**src/rtl/wb_pkg.sv**
```systemverilog
// Shared types and constants for the Wishbone burst master.
package wb_pkg;

  localparam logic [2:0] CTI_CLASSIC = 3'b000;
  localparam logic [2:0] CTI_INCR    = 3'b010;
  localparam logic [2:0] CTI_EOB     = 3'b111;

  typedef enum logic [1:0] {IDLE, FETCH, BUS} wb_mst_state_e;

  // Cycle type for a beat, given whether the command is a burst and the beat is its last.
  function automatic logic [2:0] cti_for(input logic burst, input logic last);
    if (!burst) return CTI_CLASSIC;
    return last ? CTI_EOB : CTI_INCR;
  endfunction

endpackage

```
**src/rtl/wb_burst_master_if.sv**
```systemverilog
// Command, write-stream, read-stream and Wishbone signals of the burst master.
interface wb_burst_master_if #(
  parameter int unsigned DATA_WIDTH = 32,
  parameter int unsigned ADDR_WIDTH = 26,
  parameter int unsigned BL_WIDTH   = 8
);
  logic                      cmd_valid;
  logic                      cmd_ready;
  logic                      cmd_we;
  logic [ADDR_WIDTH-1:0]     cmd_addr;
  logic [BL_WIDTH-1:0]       cmd_bl;
  logic [DATA_WIDTH/8-1:0]   cmd_sel;
  logic                      wdata_valid;
  logic                      wdata_ready;
  logic [DATA_WIDTH-1:0]     wdata;
  logic                      rdata_valid;
  logic [DATA_WIDTH-1:0]     rdata;
  logic                      rdata_last;
  logic                      done;
  logic                      err;
  logic                      wb_cyc;
  logic                      wb_stb;
  logic                      wb_we;
  logic [ADDR_WIDTH-1:0]     wb_addr;
  logic [DATA_WIDTH-1:0]     wb_dat_wr;
  logic [DATA_WIDTH/8-1:0]   wb_sel;
  logic [2:0]                wb_cti;
  logic                      wb_ack;
  logic [DATA_WIDTH-1:0]     wb_dat_rd;

  modport master (
    input  cmd_valid, cmd_we, cmd_addr, cmd_bl, cmd_sel, wdata_valid, wdata, wb_ack, wb_dat_rd,
    output cmd_ready, wdata_ready, rdata_valid, rdata, rdata_last, done, err,
    output wb_cyc, wb_stb, wb_we, wb_addr, wb_dat_wr, wb_sel, wb_cti
  );

  modport slave (
    output cmd_valid, cmd_we, cmd_addr, cmd_bl, cmd_sel, wdata_valid, wdata, wb_ack, wb_dat_rd,
    input  cmd_ready, wdata_ready, rdata_valid, rdata, rdata_last, done, err,
    input  wb_cyc, wb_stb, wb_we, wb_addr, wb_dat_wr, wb_sel, wb_cti
  );

endinterface

```
**src/rtl/wb_ack_watchdog.sv**
```systemverilog
// Counts consecutive enabled cycles; expired is high on the LIMIT-th such cycle.
module wb_ack_watchdog #(
  parameter int unsigned LIMIT = 256
) (
  input  logic clk,
  input  logic rst_n,
  input  logic clr,
  input  logic en,
  output logic expired
);

  localparam int unsigned CntW = $clog2(LIMIT + 1);

  logic [CntW-1:0] cnt_q;

  assign expired = en && (cnt_q == CntW'(LIMIT - 1));

  always_ff @(posedge clk or negedge rst_n) begin
    if (!rst_n) begin
      cnt_q <= '0;
    end else if (clr) begin
      cnt_q <= '0;
    end else if (en && !expired) begin
      cnt_q <= cnt_q + CntW'(1);
    end
  end

endmodule

```
**src/rtl/wb_burst_master.sv**
```systemverilog
// Wishbone B3 burst master: commands plus write stream in, classic/incrementing bursts out.
// Define WB_BURST_TIMEOUT_EN to abort a command after TIMEOUT_CYCLES cycles without ack.
module wb_burst_master
  import wb_pkg::*;
#(
  parameter int unsigned DATA_WIDTH     = 32,
  parameter int unsigned ADDR_WIDTH     = 26,
  parameter int unsigned BL_WIDTH       = 8,
  parameter int unsigned TIMEOUT_CYCLES = 256
) (
  input  logic              wb_clk_i,
  input  logic              wb_rst_i,
  wb_burst_master_if.master bus
);

  localparam int unsigned SEL_WIDTH = DATA_WIDTH / 8;
  localparam logic [ADDR_WIDTH-1:0] ADDR_STEP = ADDR_WIDTH'(SEL_WIDTH);

  if (((DATA_WIDTH % 8) != 0) || (TIMEOUT_CYCLES == 0)) begin : g_bad_param
    $error("wb_burst_master: DATA_WIDTH must be a multiple of 8 and TIMEOUT_CYCLES nonzero");
  end

  wb_mst_state_e         state_q, state_d;
  logic                  run_q;
  logic [ADDR_WIDTH-1:0] addr_q, addr_d;
  logic [BL_WIDTH-1:0]   rem_q, rem_d;
  logic                  burst_q, burst_d;
  logic [SEL_WIDTH-1:0]  sel_q, sel_d;
  logic                  we_q, we_d, cyc_q, cyc_d, stb_q, stb_d;
  logic [2:0]            cti_q, cti_d;
  logic [DATA_WIDTH-1:0] dat_q, dat_d, rdata_q, rdata_d;
  logic                  rvalid_q, rvalid_d, rlast_q, rlast_d;
  logic                  done_q, done_d, err_q, err_d;
  logic                  cmd_ready, wdata_ready, cmd_fire, cmd_burst, ack_bus, last_beat;
  logic                  timeout;

  assign cmd_fire  = bus.cmd_valid && cmd_ready;
  assign cmd_burst = bus.cmd_bl > BL_WIDTH'(1);
  assign ack_bus   = (state_q == BUS) && bus.wb_ack;
  assign last_beat = rem_q == BL_WIDTH'(1);

`ifdef WB_BURST_TIMEOUT_EN
  logic wdog_expired;

  wb_ack_watchdog #(
    .LIMIT(TIMEOUT_CYCLES)
  ) u_wdog (
    .clk    (wb_clk_i),
    .rst_n  (wb_rst_i),
    .clr    ((state_q != BUS) || bus.wb_ack),
    .en     ((state_q == BUS) && !bus.wb_ack),
    .expired(wdog_expired)
  );

  assign timeout = wdog_expired;
`else
  assign timeout = 1'b0;
`endif

  always_ff @(posedge wb_clk_i or negedge wb_rst_i) begin
    if (!wb_rst_i) begin
      state_q <= IDLE;
      run_q   <= 1'b0;
    end else begin
      state_q <= state_d;
      run_q   <= 1'b1;
    end
  end

  always_comb begin
    state_d = state_q;
    unique case (state_q)
      IDLE:    if (cmd_fire) state_d = bus.cmd_we ? FETCH : BUS;
      FETCH:   if (bus.wdata_valid) state_d = BUS;
      BUS: begin
        if (ack_bus) begin
          if (last_beat)                     state_d = IDLE;
          else if (we_q && !bus.wdata_valid) state_d = FETCH;
        end else if (timeout) begin
          state_d = IDLE;
        end
      end
      default: state_d = IDLE;
    endcase
  end

  always_comb begin
    cmd_ready   = run_q && (state_q == IDLE);
    wdata_ready = (state_q == FETCH) || (ack_bus && we_q && !last_beat);
  end

  always_comb begin
    addr_d   = addr_q;
    rem_d    = rem_q;
    burst_d  = burst_q;
    sel_d    = sel_q;
    we_d     = we_q;
    cyc_d    = cyc_q;
    stb_d    = stb_q;
    cti_d    = cti_q;
    dat_d    = dat_q;
    rdata_d  = rdata_q;
    rvalid_d = 1'b0;
    rlast_d  = 1'b0;
    done_d   = 1'b0;
    err_d    = 1'b0;
    unique case (state_q)
      IDLE: if (cmd_fire) begin
        addr_d  = bus.cmd_addr;
        rem_d   = (bus.cmd_bl == '0) ? BL_WIDTH'(1) : bus.cmd_bl;
        burst_d = cmd_burst;
        sel_d   = bus.cmd_sel;
        we_d    = bus.cmd_we;
        cyc_d   = 1'b1;
        stb_d   = !bus.cmd_we;
        if (!bus.cmd_we) cti_d = cti_for(cmd_burst, !cmd_burst);
      end
      FETCH: if (bus.wdata_valid) begin
        dat_d = bus.wdata;
        stb_d = 1'b1;
        cti_d = cti_for(burst_q, last_beat);
      end
      BUS: begin
        if (ack_bus) begin
          if (!we_q) begin
            rdata_d  = bus.wb_dat_rd;
            rvalid_d = 1'b1;
            rlast_d  = last_beat;
          end
          if (last_beat) begin
            done_d = 1'b1;
          end else begin
            addr_d = addr_q + ADDR_STEP;
            rem_d  = rem_q - BL_WIDTH'(1);
            // A write with no beat ready parks in FETCH with stb low and cti unchanged.
            if (we_q && !bus.wdata_valid) begin
              stb_d = 1'b0;
            end else begin
              cti_d = cti_for(burst_q, rem_q == BL_WIDTH'(2));
              if (we_q) dat_d = bus.wdata;
            end
          end
        end else if (timeout) begin
          err_d = 1'b1;
        end
        if ((ack_bus && last_beat) || (!ack_bus && timeout)) begin
          cyc_d = 1'b0;
          stb_d = 1'b0;
          we_d  = 1'b0;
          sel_d = '0;
          dat_d = '0;
          cti_d = CTI_CLASSIC;
        end
      end
      default: ;
    endcase
  end

  always_ff @(posedge wb_clk_i or negedge wb_rst_i) begin
    if (!wb_rst_i) begin
      addr_q   <= '0;
      rem_q    <= '0;
      burst_q  <= 1'b0;
      sel_q    <= '0;
      we_q     <= 1'b0;
      cyc_q    <= 1'b0;
      stb_q    <= 1'b0;
      cti_q    <= CTI_CLASSIC;
      dat_q    <= '0;
      rdata_q  <= '0;
      rvalid_q <= 1'b0;
      rlast_q  <= 1'b0;
      done_q   <= 1'b0;
      err_q    <= 1'b0;
    end else begin
      addr_q   <= addr_d;
      rem_q    <= rem_d;
      burst_q  <= burst_d;
      sel_q    <= sel_d;
      we_q     <= we_d;
      cyc_q    <= cyc_d;
      stb_q    <= stb_d;
      cti_q    <= cti_d;
      dat_q    <= dat_d;
      rdata_q  <= rdata_d;
      rvalid_q <= rvalid_d;
      rlast_q  <= rlast_d;
      done_q   <= done_d;
      err_q    <= err_d;
    end
  end

  assign bus.cmd_ready   = cmd_ready;
  assign bus.wdata_ready = wdata_ready;
  assign bus.rdata_valid = rvalid_q;
  assign bus.rdata       = rdata_q;
  assign bus.rdata_last  = rlast_q;
  assign bus.done        = done_q;
  assign bus.err         = err_q;
  assign bus.wb_cyc      = cyc_q;
  assign bus.wb_stb      = stb_q;
  assign bus.wb_we       = we_q;
  assign bus.wb_addr     = addr_q;
  assign bus.wb_dat_wr   = dat_q;
  assign bus.wb_sel      = sel_q;
  assign bus.wb_cti      = cti_q;

endmodule

```
**src/flat_wrapper.sv**
```systemverilog
// flat-port wrapper written by rule: the top's interface ports become plain ports
module wb_burst_master_flat import wb_pkg::*;
#(
  parameter int unsigned DATA_WIDTH     = 32,
  parameter int unsigned ADDR_WIDTH     = 26,
  parameter int unsigned BL_WIDTH       = 8,
  parameter int unsigned TIMEOUT_CYCLES = 256
)
  (wb_clk_i, wb_rst_i, bus_cmd_valid, bus_cmd_we, bus_cmd_addr, bus_cmd_bl, bus_cmd_sel, bus_wdata_valid, bus_wdata, bus_wb_ack, bus_wb_dat_rd, bus_cmd_ready, bus_wdata_ready, bus_rdata_valid, bus_rdata, bus_rdata_last, bus_done, bus_err, bus_wb_cyc, bus_wb_stb, bus_wb_we, bus_wb_addr, bus_wb_dat_wr, bus_wb_sel, bus_wb_cti);
  wb_burst_master_if #(.DATA_WIDTH(DATA_WIDTH), .ADDR_WIDTH(ADDR_WIDTH), .BL_WIDTH(BL_WIDTH)) bus_i ();
  input  logic wb_clk_i;
  input  logic wb_rst_i;
  input wire logic [$bits(bus_i.cmd_valid)-1:0] bus_cmd_valid;
  input wire logic [$bits(bus_i.cmd_we)-1:0] bus_cmd_we;
  input wire logic [$bits(bus_i.cmd_addr)-1:0] bus_cmd_addr;
  input wire logic [$bits(bus_i.cmd_bl)-1:0] bus_cmd_bl;
  input wire logic [$bits(bus_i.cmd_sel)-1:0] bus_cmd_sel;
  input wire logic [$bits(bus_i.wdata_valid)-1:0] bus_wdata_valid;
  input wire logic [$bits(bus_i.wdata)-1:0] bus_wdata;
  input wire logic [$bits(bus_i.wb_ack)-1:0] bus_wb_ack;
  input wire logic [$bits(bus_i.wb_dat_rd)-1:0] bus_wb_dat_rd;
  output wire logic [$bits(bus_i.cmd_ready)-1:0] bus_cmd_ready;
  output wire logic [$bits(bus_i.wdata_ready)-1:0] bus_wdata_ready;
  output wire logic [$bits(bus_i.rdata_valid)-1:0] bus_rdata_valid;
  output wire logic [$bits(bus_i.rdata)-1:0] bus_rdata;
  output wire logic [$bits(bus_i.rdata_last)-1:0] bus_rdata_last;
  output wire logic [$bits(bus_i.done)-1:0] bus_done;
  output wire logic [$bits(bus_i.err)-1:0] bus_err;
  output wire logic [$bits(bus_i.wb_cyc)-1:0] bus_wb_cyc;
  output wire logic [$bits(bus_i.wb_stb)-1:0] bus_wb_stb;
  output wire logic [$bits(bus_i.wb_we)-1:0] bus_wb_we;
  output wire logic [$bits(bus_i.wb_addr)-1:0] bus_wb_addr;
  output wire logic [$bits(bus_i.wb_dat_wr)-1:0] bus_wb_dat_wr;
  output wire logic [$bits(bus_i.wb_sel)-1:0] bus_wb_sel;
  output wire logic [$bits(bus_i.wb_cti)-1:0] bus_wb_cti;
  assign bus_i.cmd_valid = bus_cmd_valid;
  assign bus_i.cmd_we = bus_cmd_we;
  assign bus_i.cmd_addr = bus_cmd_addr;
  assign bus_i.cmd_bl = bus_cmd_bl;
  assign bus_i.cmd_sel = bus_cmd_sel;
  assign bus_i.wdata_valid = bus_wdata_valid;
  assign bus_i.wdata = bus_wdata;
  assign bus_i.wb_ack = bus_wb_ack;
  assign bus_i.wb_dat_rd = bus_wb_dat_rd;
  assign bus_cmd_ready = bus_i.cmd_ready;
  assign bus_wdata_ready = bus_i.wdata_ready;
  assign bus_rdata_valid = bus_i.rdata_valid;
  assign bus_rdata = bus_i.rdata;
  assign bus_rdata_last = bus_i.rdata_last;
  assign bus_done = bus_i.done;
  assign bus_err = bus_i.err;
  assign bus_wb_cyc = bus_i.wb_cyc;
  assign bus_wb_stb = bus_i.wb_stb;
  assign bus_wb_we = bus_i.wb_we;
  assign bus_wb_addr = bus_i.wb_addr;
  assign bus_wb_dat_wr = bus_i.wb_dat_wr;
  assign bus_wb_sel = bus_i.wb_sel;
  assign bus_wb_cti = bus_i.wb_cti;
  wb_burst_master #(.DATA_WIDTH(DATA_WIDTH), .ADDR_WIDTH(ADDR_WIDTH), .BL_WIDTH(BL_WIDTH), .TIMEOUT_CYCLES(TIMEOUT_CYCLES)) u_core (.wb_clk_i(wb_clk_i), .wb_rst_i(wb_rst_i), .bus(bus_i));
endmodule
```
**config.mk**
```make
export PLATFORM = sky130hd
export DESIGN_NAME = wb_burst_master_flat
export DESIGN_NICKNAME = d
export VERILOG_FILES = /design/src/rtl/wb_pkg.sv /design/src/rtl/wb_burst_master_if.sv /design/src/rtl/wb_ack_watchdog.sv /design/src/rtl/wb_burst_master.sv /design/src/flat_wrapper.sv
export SDC_FILE = /design/constraint.sdc
export NUM_CORES = 1
export LEC_CHECK = 0
export ABC_AREA = 0
export CORE_MARGIN = 10
export CORE_UTILIZATION = 58
export DETAILED_ROUTE_END_ITERATION = 16
export DONT_BUFFER_PORTS = 1
export PLACE_DENSITY_LB_ADDON = 0.25
export SETUP_SLACK_MARGIN = 0.05
export SLEW_MARGIN = 5
export SYNTH_ARGS = -nofsm -noshare
export SYNTH_HDL_FRONTEND = slang
export SYNTH_SLANG_ARGS = --single-unit
```
**constraint.sdc**
```tcl
create_clock -name wb_clk_i -period 3.7 [get_ports wb_clk_i]
set_clock_uncertainty 0.1 [all_clocks]
set_input_delay 0.37 -clock wb_clk_i [delete_from_list [all_inputs] [get_ports wb_clk_i]]
set_output_delay 0.37 -clock wb_clk_i [all_outputs]
set_load 0.03 [all_outputs]
```
==> results of run 1 <==
final cells by class:
cell class	count	area, um^2
clock inverter	14	193
tap	108	135
antenna	3	7.51
clock buffer	18	428
fill	495	1790
sequential	114	2850
multi-input combinational	330	2290
inverter	9	33.8
timing repair buffer	107	1070
per-layer routing:
layer / track usage / wire length [um]
met1: 0.293 / 6160
met2: 0.422 / 8860
met5: 0 / 0
met4: 0.0909 / 280
met3: 0.103 / 1860
critical path, stage by stage (launching register included):
cell,delay [ns]
dfrtp_1,0.41
inv_1,0.12
ha_1,0.20
or3b_2,0.52
or2_1,0.33
a31o_2,0.35
cell families after synthesis:
logic type               count (synthesis)  share of synthesized area
buffers and inverters                   38                     0.0332
multiplexers                            38                     0.0798
adder cells (fa/ha/maj)                  8                     0.0188
AO/OA/AOI/OAI                          146                      0.198
XOR/XNOR                                 1                    0.00165
AND/OR/NAND/NOR                        135                      0.130
other                                    2                    0.00141
flip-flops                             114                      0.537
report_power, final:
| group | switching, mW | total [mW] | internal (mW) |
|---|---|---|---|
| clock | 0.648 | 1.72 | 1.07 |
| combinational | 1.24 | 2.28 | 1.04 |
| sequential | 1.74 | 3.58 | 1.84 |
how the worst max path moves through the flow:
| stage | cells after the start | start | end | slack [ns] |
|---|---|---|---|---|
| finish | 5 | u_core.rem_q[1]$_DFFE_PN0P_ | bus_wdata_ready | 0.79 |
| detailed placement | 7 | u_core.state_q[0]$_DFFE_PN0P_ | u_core.bus.wb_addr[5]$_DFFE_PN0P_ | 0.92 |
| global placement | 6 | u_core.state_q[0]$_DFFE_PN0P_ | u_core.rem_q[2]$_DFFE_PN0P_ | 1.04 |
| global route | 7 | u_core.state_q[0]$_DFFE_PN0P_ | u_core.bus.wb_addr[5]$_DFFE_PN0P_ | 0.63 |
| CTS | 5 | u_core.rem_q[1]$_DFFE_PN0P_ | bus_wdata_ready | 0.80 |
| floorplan | 6 | u_core.rem_q[1]$_DFFE_PN0P_ | bus_wdata_ready | 1.43 |
cell usage in the layout, fill, tap and decap left out, types with 4 or more instances in the layout:
master         instances
inv_1                  9
dlygate4sd3_1        100
and3_1                 4
o211ai_1               7
nand2_1               37
inv_6                  5
dfrtp_1              114
nand2b_1               6
a22o_1                38
ha_1                   7
clkbuf_16             16
a21oi_1               26
mux2_2                35
and2_1                 4
nand4_1               12
nand3_1               20
a2bb2oi_1              8
buf_4                  6
o21ai_0               21
nor2_1                20
o22ai_1                7
nor4_1                 6
nor3_1                 6
o21ai_1                5
or3_1                  5
state kept, by name, summed over array words and instances (netlist names):
name	count
u_core.bus.rdata	32
u_core.bus.done	1
u_core.bus.rdata_valid	1
u_core.bus.wb_cyc	1
u_core.bus.wb_dat_wr	32
u_core.bus.wb_sel	4
u_core.bus.wb_we	1
u_core.bus.wb_stb	1
u_core.bus.rdata_last	1
u_core.rem_q	8
u_core.run_q	1
u_core.state_q	2
u_core.bus.wb_addr	26
u_core.bus.wb_cti	2
u_core.burst_q	1
stage by stage:
stage | utilization | cell area, um^2 | std cells | power [mW] | worst slack (ns)
floorplan | - | 5310 | 482 | 5.11 | 1.43
global placement | 0.608 | 5360 | 567 | 5.55 | 1.04
detailed placement | 0.608 | 5360 | 567 | 5.68 | 0.920
CTS | 0.795 | 7000 | 700 | 7.53 | 0.796
global route | 0.796 | 7010 | 703 | 7.97 | 0.629
finish | 0.796 | 7010 | 703 | 7.58 | 0.792
what timing repair did:
| action | in CTS | in global routing |
|---|---|---|
| endpoints found under the hold margin | 214 | 0 |
| gates resized for setup | 0 | 0 |
| hold buffers | 101 | 0 |
==> results by group, run 1 <==
Clocking
  • Root Driver: clkbuf_8
  • CTS sink cnt: approximately 110
  • Setup Buffers After CTS: 0
  • Clk_lat worst skew: 0.51 ns
  • Clock Pin Slew Worst Setup and Hold Paths: 0.06 ns
  • TritonCTS clock tree: yes
  • H-tree depth: 4
  • Total CTS buffers: 17
  • Clock tree buffer depth: 2

Yosys
  • Ys async rst share: 1.00
  • Post-synth top area cell: dfrtp_1
  • Cell Area, Synth: 5310 um^2
  • Seq/Total Area, Yosys: 0.537
  • Number of synthesized flops with an enable pin: 0
  • Yosys top cell area share: 0.537
  • Top post-synthesis cells by count: 114 x dfrtp_1, 38 x a22o_1, 37 x nand2_1
  • Top_reg_cell synth: dfrtp_1
  • Synth top area cells: dfrtp_1 54%, mux2_2 7.4%, a22o_1 6.3%
  • Mapped Cells: approximately 480
  • FF+latch count, synth: between 100 and 150
  • Ys Warns: 0
  • Syn Nets: 598
  • Most common cell in the synthesized netlist: dfrtp_1
  • Syn avg cell area: 11.0 um^2
  • Unique masters post-synth: approximately 60

Floorplanning
  • Die H: around 120 um
  • Die ar.: 13,400 um^2
  • Core ar.: 8810 um^2
  • # IOs: 214
  • Starting Density: 0.603
  • Cell Rows: 34
  • Die width: roughly 120 um

STA
  • Max Slew Vio Count: 0
  • Setup TNS: 0 ns
  • Hold slack: approximately 0.016 ns
  • Slew @ Worst Pin: roughly 1.0 ns
  • Worst rel slew slack: 0.304
  • Final hold viol count: 0
  • Max Fclk: 0.344 GHz
  • Final worst path period share: 0.786
  • Final setup violation count: 0
  • Unrepaired setup endpoints after global routing: false
  • Tmin final: 2.91 ns

Global routing
  • Global-route wire length before repair: 26.6 mm
  • Gr ovfl total: 0
  • Overall routing resource usage: 0.254
  • Pin count of the biggest net entering global routing: 115
  • Initial antenna violation count: 3
  • Vias in the first global route: 4,651

Cells and area
  • Final Net Count: 695
  • Area delta synth->final: 32.0%
  • Fraction of layout cells with a size suffix above 1: 0.150

Drt
  • Initial DRC count: 399
  • Vias: 4,508
  • Post-route ant nets: 0
  • 1st-pass router iterations: 5
  • DR vias/cell: 6.41
  • Final WL: 17.2 mm
  • # DRC: 0
  • WL per Instance: 24.4 um

Placement
  • GPL Wtd Cong: 0.871
  • Final HPWL DP: 11.2 mm
  • Port-buffer cells: 0

Run status
  • Status: completed

Worst setup path
  • CP Data Arrival Time: 2.44 ns
  • Critical path class: reg -> out
  • Critical Path End Type: output pin
  • Startpoint types: flip-flop
  • Worst path required time: 3.23 ns
  • R2r startpoint: u_core.state_q[0]$_DFFE_PN0P_
  • Reg-to-reg slack, setup: 0.84 ns
  • Crit Path Max Fanout: 6
  • Reg2Reg Depth: 7
  • Reg2reg end: u_core.bus.wb_addr[7]$_DFFE_PN0P_

Power and ir drop
  • Pleak: 2.98 nW
  • Worst vdd ir: between 0.0006 and 0.0007 V
  • Power Dens Cells: about 1100 nW/um^2

Hold path
  • Tightest Hold Check Type: in -> reg
  • Hold Crit Depth: 2
  • Hold path endpoint: u_core.bus.wb_addr[21]$_DFFE_PN0P_
  • Hold_sp: bus_cmd_addr[21]

Run
  • Number of max-cap violations: 0
Note: power is estimated with default switching activity, not from simulation.
==> run 2, diff against run 1 <==
Clock period 3.7 ns to 2.7 ns, I/O delays scaled along.
==> run 2 against run 1 <==
  * Register-to-register slack got worse by 0.52 ns
  * Worst setup slack worse by 0.65 ns
  * Critical path depth unchanged
  * First-iteration DRC count rose by 18%
  * Clock power grew 30%
  * Sequential power increased by 34%
  * Flip-flop and latch count did not move
  * Wire length increased by 8.2%
  * Largest power group unchanged
  * Design area grew 1.7%
  * The run now ends with negative hold slack left
  * Final cell count rose by 2.8%
  * Power is 39% higher
  * Worst hold slack worse by 0.66 ns
  * Highest routed layer unchanged
==> results by group, run 2 (synthesized netlist as in run 1, its figures left out) <==
Floorplanning
  • # IOs: 214
  • Starting Density: 0.603
  • Die ar.: 13,400 um^2
  • Cell Rows: 34
  • Die width: roughly 120 um
  • Core ar.: 8810 um^2
  • Die H: 116 um

Worst setup path
  • Worst path required time: 2.33 ns
  • CP Data Arrival Time: 2.19 ns
  • Crit Path Max Fanout: 6
  • Critical Path End Type: output pin
  • Critical path class: reg -> out
  • Startpoint types: flip-flop

Clocking
  • Root Driver: clkbuf_8
  • TritonCTS clock tree: yes
  • Hold bufs inserted after CTS: around 110
  • CTS sink cnt: 114
  • Setup Buffers After CTS: 0
  • Clock Pin Slew Worst Setup and Hold Paths: roughly 0.060 ns
  • Total CTS buffers: 17
  • Clk_lat worst skew: just over 0.5 ns
  • H-tree depth: 4
  • Clock tree buffer depth: 2

STA
  • Final worst path period share: 0.947
  • Unrepaired setup endpoints after global routing: false
  • Worst rel slew slack: 0.597
  • Tmin final: 2.56 ns
  • Hold slack: -0.646 ns
  • Max Fclk: 0.391 GHz
  • Max Slew Vio Count: 0
  • Final setup violation count: 0
  • Setup TNS: 0 ns
  • Slew @ Worst Pin: 0.600 ns
  • Final hold viol count: 114

Drt
  • 1st-pass router iterations: 7
  • Final WL: 18.6 mm
  • Max Used Layer: met4
  • Routed wl met3: around 2 mm
  • Initial DRC count: 469
  • WL per Instance: ~26 um
  • Routed wl met2: 9.70 mm
  • Post-route ant nets: 0
  • DR vias/cell: 6.50
  • Met1 WL: 6.33 mm
  • Vias: 4,699
  • # DRC: 0

Cells and area
  • Filler instances: 517
  • Final Net Count: 711
  • Most frequent cells in the layout: 114 x dfrtp_1, 105 x dlygate4sd3_1, 38 x a22o_1
  • Leading cell type in the layout, fill and taps excluded: dfrtp_1
  • Fraction of layout cells with a size suffix above 1: 0.169
  • Area delta synth->final: 34.2%

Global routing
  • Vias in the first global route: 4,908
  • Overall routing resource usage: 0.275
  • Global-route wire length before repair: 28.3 mm
  • Gr ovfl total: 0
  • Pin count of the biggest net entering global routing: 115
  • Initial antenna violation count: 7

Power and ir drop
  • Worst vdd ir: 0.000761 V
  • Power Dens Cells: 1480 nW/um^2
  • Pleak: 3.05 nW
  • Final Power: 10.6 mW

Run status
  • Failing checks: negative hold slack
  • Status: complete, but fails checks

Run
  • Number of max-cap violations: 0

Hold path
  • Tightest Hold Check Type: in -> async

Placement
  • GPL Wtd Cong: 0.843
  • Port-buffer cells: 0
  • Final HPWL DP: 11.3 mm
[run 2: cell count changes in the layout (fill, tap and decap cells not counted), sizes merged, moves of 4 or more]
cell	before	now
buf	7	18
clkinv	2	6
diode	3	7
dlygate4sd3	100	105
[run 2: area by class of cell]
type | instances | area (um^2) | area share
diodes | 7 | 17.5 | 0.00246
clock buffers | 17 | 414 | 0.0581
clock inverters | 15 | 174 | 0.0244
inverters | 9 | 33.8 | 0.00474
multi-input cells | 330 | 2300 | 0.323
flip-flops and latches | 114 | 2850 | 0.400
well taps | 108 | 135 | 0.0190
repair buffers | 123 | 1200 | 0.168
[run 2: critical path: stages (launching register included)]
cell     delay [ns]
dfrtp_1        0.42
inv_2          0.09
ha_2           0.18
or3b_4         0.41
or2_4          0.29
a31o_4         0.28
[run 2: worst paths after layout]
check | start | to | slack, ns | depth (start not counted)
worst max-delay path | u_core.rem_q[1]$_DFFE_PN0P_ | bus_wdata_ready | 0.14 | 5
worst min-delay path | wb_rst_i | u_core.bus.wb_addr[19]$_DFFE_PN0P_ | -0.65 | 0
worst max register to register | u_core.state_q[0]$_DFFE_PN0P_ | u_core.rem_q[4]$_DFFE_PN0P_ | 0.32 | 8
worst min register to register | u_core.rem_q[4]$_DFFE_PN0P_ | u_core.rem_q[4]$_DFFE_PN0P_ | 0.47 | 1
max in group asynchronous | wb_rst_i | u_core.bus.wb_addr[13]$_DFFE_PN0P_ | 2.96 | 0
min in group wb_clk_i | bus_cmd_we | u_core.state_q[0]$_DFFE_PN0P_ | 0.03 | 3
[run 2: metal layers]
metal  global-route usage  vias up
met5                    0        -
met4                0.112        0
met3                0.122       57
met2                0.466      292
met1                0.296     2316
li1                     -     2034
[run 2: metrics by stage]
step / instances / utilization / cell area, um^2 / worst slack (ns)
3_5_place_dp: 579 / 0.620 / 5460 / 0.264
2_1_floorplan: 482 / - / 5310 / 0.432
5_1_grt: 723 / 0.810 / 7130 / 0.0666
3_3_place_gp: 579 / 0.620 / 5460 / 0.349
4_1_cts: 716 / 0.807 / 7110 / 0.114
6_report: 723 / 0.810 / 7130 / 0.144
[run 2: power breakdown]
| group | internal, mW | switching (mW) |
|---|---|---|
| Combinational | 1.59 | 1.94 |
| Clock | 1.34 | 0.892 |
| Sequential | 2.52 | 2.27 |
[run 2: repair_timing]
action                                 CTS  global route
endpoints found under the hold margin  221           114
setup endpoints to repair                1             1
resized for setup                        3             2
==> run 3, diff against run 2 <==
Settings changed: CORE_ASPECT_RATIO set to 0.75, CORE_UTILIZATION 58 to 30.
==> run 3 against run 2 <==
  * The flow still finishes with violations (negative hold slack)
  * Die area rose by 75%
  * Sequential share of layout area is 0.99 points lower
  * Highest routed layer unchanged
  * Clock power is 5% higher
  * Critical path depth unchanged
==> results by group, run 3 (synthesized netlist as in run 1, its figures left out) <==
Run status
  • Status: complete, but fails checks
  • Failing checks: negative hold slack

Power and ir drop
  • Switching Share: 0.465
  • Power Dens Cells: 1440 nW/um^2
  • Worst vdd ir: 0.000568 V
  • Pleak: between 3 and 4 nW
  • Int Pwr: 5.62 mW
  • Part of the power in the clock network: 0.225
  • Net switching power: around 4.9 mW
  • Part of the power in registers: 0.446
  • Comb pwr share: 0.329

Worst setup path
  • Setup crit end: bus_wdata_ready
  • Critical path class: reg -> out
  • Crit Path Max Fanout: 6
  • Critical Path End Type: output pin
  • CP cell instances: inv_1 -> ha_1 -> or3b_4 -> or2_4 -> a31o_4
  • Critical Path Start: u_core.rem_q[1]$_DFFE_PN0P_
  • Startpoint types: flip-flop
  • Critical-path top delay cell: or3b_4
  • CP Data Arrival Time: 2.11 ns
  • Reg2Reg Depth: 8
  • Reg2reg end: u_core.bus.wb_addr[4]$_DFFE_PN0P_
  • Reg-to-reg slack, setup: 0.29 ns
  • Slowest stage delay, CP: 0.42 ns
  • Worst path required time: 2.33 ns
  • R2r startpoint: u_core.state_q[0]$_DFFE_PN0P_

Global routing
  • Overall routing resource usage: 0.145
  • Initial antenna violation count: 0
  • Vias in the first global route: roughly 4,600
  • Global-route wire length before repair: 27.1 mm
  • Gr ovfl total: 0
  • Pin count of the biggest net entering global routing: 115

STA
  • Worst rel slew slack: 0.588
  • Setup TNS: 0 ns
  • Max Slew Vio Count: 0
  • Final worst path period share: 0.919
  • Tmin final: 2.48 ns
  • Final setup violation count: 0
  • Slew @ Worst Pin: 0.618 ns
  • Max Fclk: slightly above 0.4 GHz
  • Final hold viol count: 114
  • Hold slack: -0.544 ns
  • Unrepaired setup endpoints after global routing: false

Clocking
  • Clock Pin Slew Worst Setup and Hold Paths: 0.06 ns
  • Total CTS buffers: 17
  • Clk_lat worst skew: between 0.4 and 0.5 ns
  • Root Driver: clkbuf_16
  • Clock tree buffer depth: 2
  • CTS sink cnt: between 100 and 150
  • H-tree depth: 4
  • TritonCTS clock tree: yes
  • Hold bufs inserted after CTS: approximately 100

Floorplanning
  • # IOs: 214
  • Die H: around 140 um
  • Cell Rows: 42
  • Die ar.: about 23,000 um^2
  • Starting Density: 0.304
  • Die width: 174 um
  • Core ar.: 17,500 um^2

Placement
  • Port-buffer cells: 0
  • Final HPWL DP: between 10 and 15 mm
  • Placed Area: between 5000 and 6000 um^2
  • GPL Wtd Cong: 0.837

Drt
  • # DRC: 0
  • 1st-pass router iterations: 4
  • Final WL: 17.1 mm
  • WL per Instance: 20.1 um
  • Post-route ant nets: 0
  • Initial DRC count: 303
  • DR vias/cell: 5.11
  • Vias: 4,343

Cells and area
  • Fraction of layout cells with a size suffix above 1: 0.169
  • Final instance area: 7310 um^2
  • Most frequent cells in the layout: 114 x dfrtp_1, 103 x dlygate4sd3_1, 38 x a22o_1
  • Filler instances: 1,645
  • Area delta synth->final: 37.6%
  • Final Net Count: 711
  • # diodes: 0
  • Leading cell type in the layout, fill and taps excluded: dfrtp_1

Run
  • Number of max-cap violations: 0

Hold path
  • Tightest Hold Check Type: in -> async
[run 3: changes by cell type in the layout (fill, tap and decap cells not counted), moves of 2 or more]
cell	change
clkinv_2	-2
dlygate4sd3_1	-2
clkinvlp_4	+3
inv_8	-3
buf_4	+2
diode_2	-7
[run 3: worst max-delay path, delay by kind of cell (launching register included)]
kind	cells	cell delay, ns
compound gates	1	0.29
flops	1	0.40
simple gates	2	0.71
buf+inv	1	0.11
fa+ha+maj	1	0.18
[run 3: stage by stage]
stage / std cells / total power, mW / util / worst slack (ns)
floorplan: 482 / 7.00 / - / 0.432
global placement: 715 / 7.90 / 0.322 / 0.302
detailed placement: 715 / 8.03 / 0.322 / 0.232
CTS: 850 / 10.6 / 0.418 / 0.0756
global route: 850 / 11.1 / 0.418 / 0.121
finish: 850 / 10.5 / 0.418 / 0.220
[run 3: worst min-delay path by stage]
stage          startpoint                               end  slack [ns]  depth (start not counted)
2_1_floorplan    wb_rst_i        u_core.burst_q$_DFFE_PN0P_       -0.13                          0
3_3_place_gp     wb_rst_i  u_core.bus.rdata[29]$_DFFE_PN0P_       -0.12                          0
3_5_place_dp     wb_rst_i  u_core.bus.rdata[29]$_DFFE_PN0P_       -0.12                          0
4_1_cts          wb_rst_i  u_core.bus.rdata[29]$_DFFE_PN0P_       -0.58                          0
5_1_grt          wb_rst_i  u_core.bus.rdata[29]$_DFFE_PN0P_       -0.58                          0
6_report         wb_rst_i  u_core.bus.rdata[29]$_DFFE_PN0P_       -0.54                          0
[run 3: repair_timing]
action / 4_1_cts / 5_1_grt
setup endpoints to repair: 1 / 1
buffers inserted: 0 / 0
gates resized for setup: 2 / 1
endpoints found under the hold margin: 218 / 114
[run 3: layer usage]
| metal | vias to the layer above | global-route usage | wire (um) |
|---|---|---|---|
| met5 | - | 0 | 0 |
| met4 | 0 | 0.0369 | 127 |
| met3 | 15 | 0.0680 | 1630 |
| met2 | 172 | 0.218 | 7840 |
| met1 | 2127 | 0.185 | 7470 |
| li1 | 2029 | - | - |
[run 3: area by class of cell]
type	count	area, um^2	area share
well taps	242	303	0.0414
clock buffers	19	453	0.0619
repair buffers	123	1190	0.163
clock inverters	13	174	0.0238
multi-input cells	330	2300	0.315
flip-flops and latches	114	2850	0.390
inverters	9	33.8	0.00462
[run 3: power groups by stage]
stage / logic (mW) / clock network [mW] / registers [mW]
after floorplan: 2.46 / 0 / 4.54
after global placement: 3.19 / 0 / 4.71
after detailed placement: 3.33 / 0 / 4.70
after CTS: 3.46 / 2.42 / 4.70
after global routing: 3.81 / 2.51 / 4.81
final: 3.46 / 2.36 / 4.68
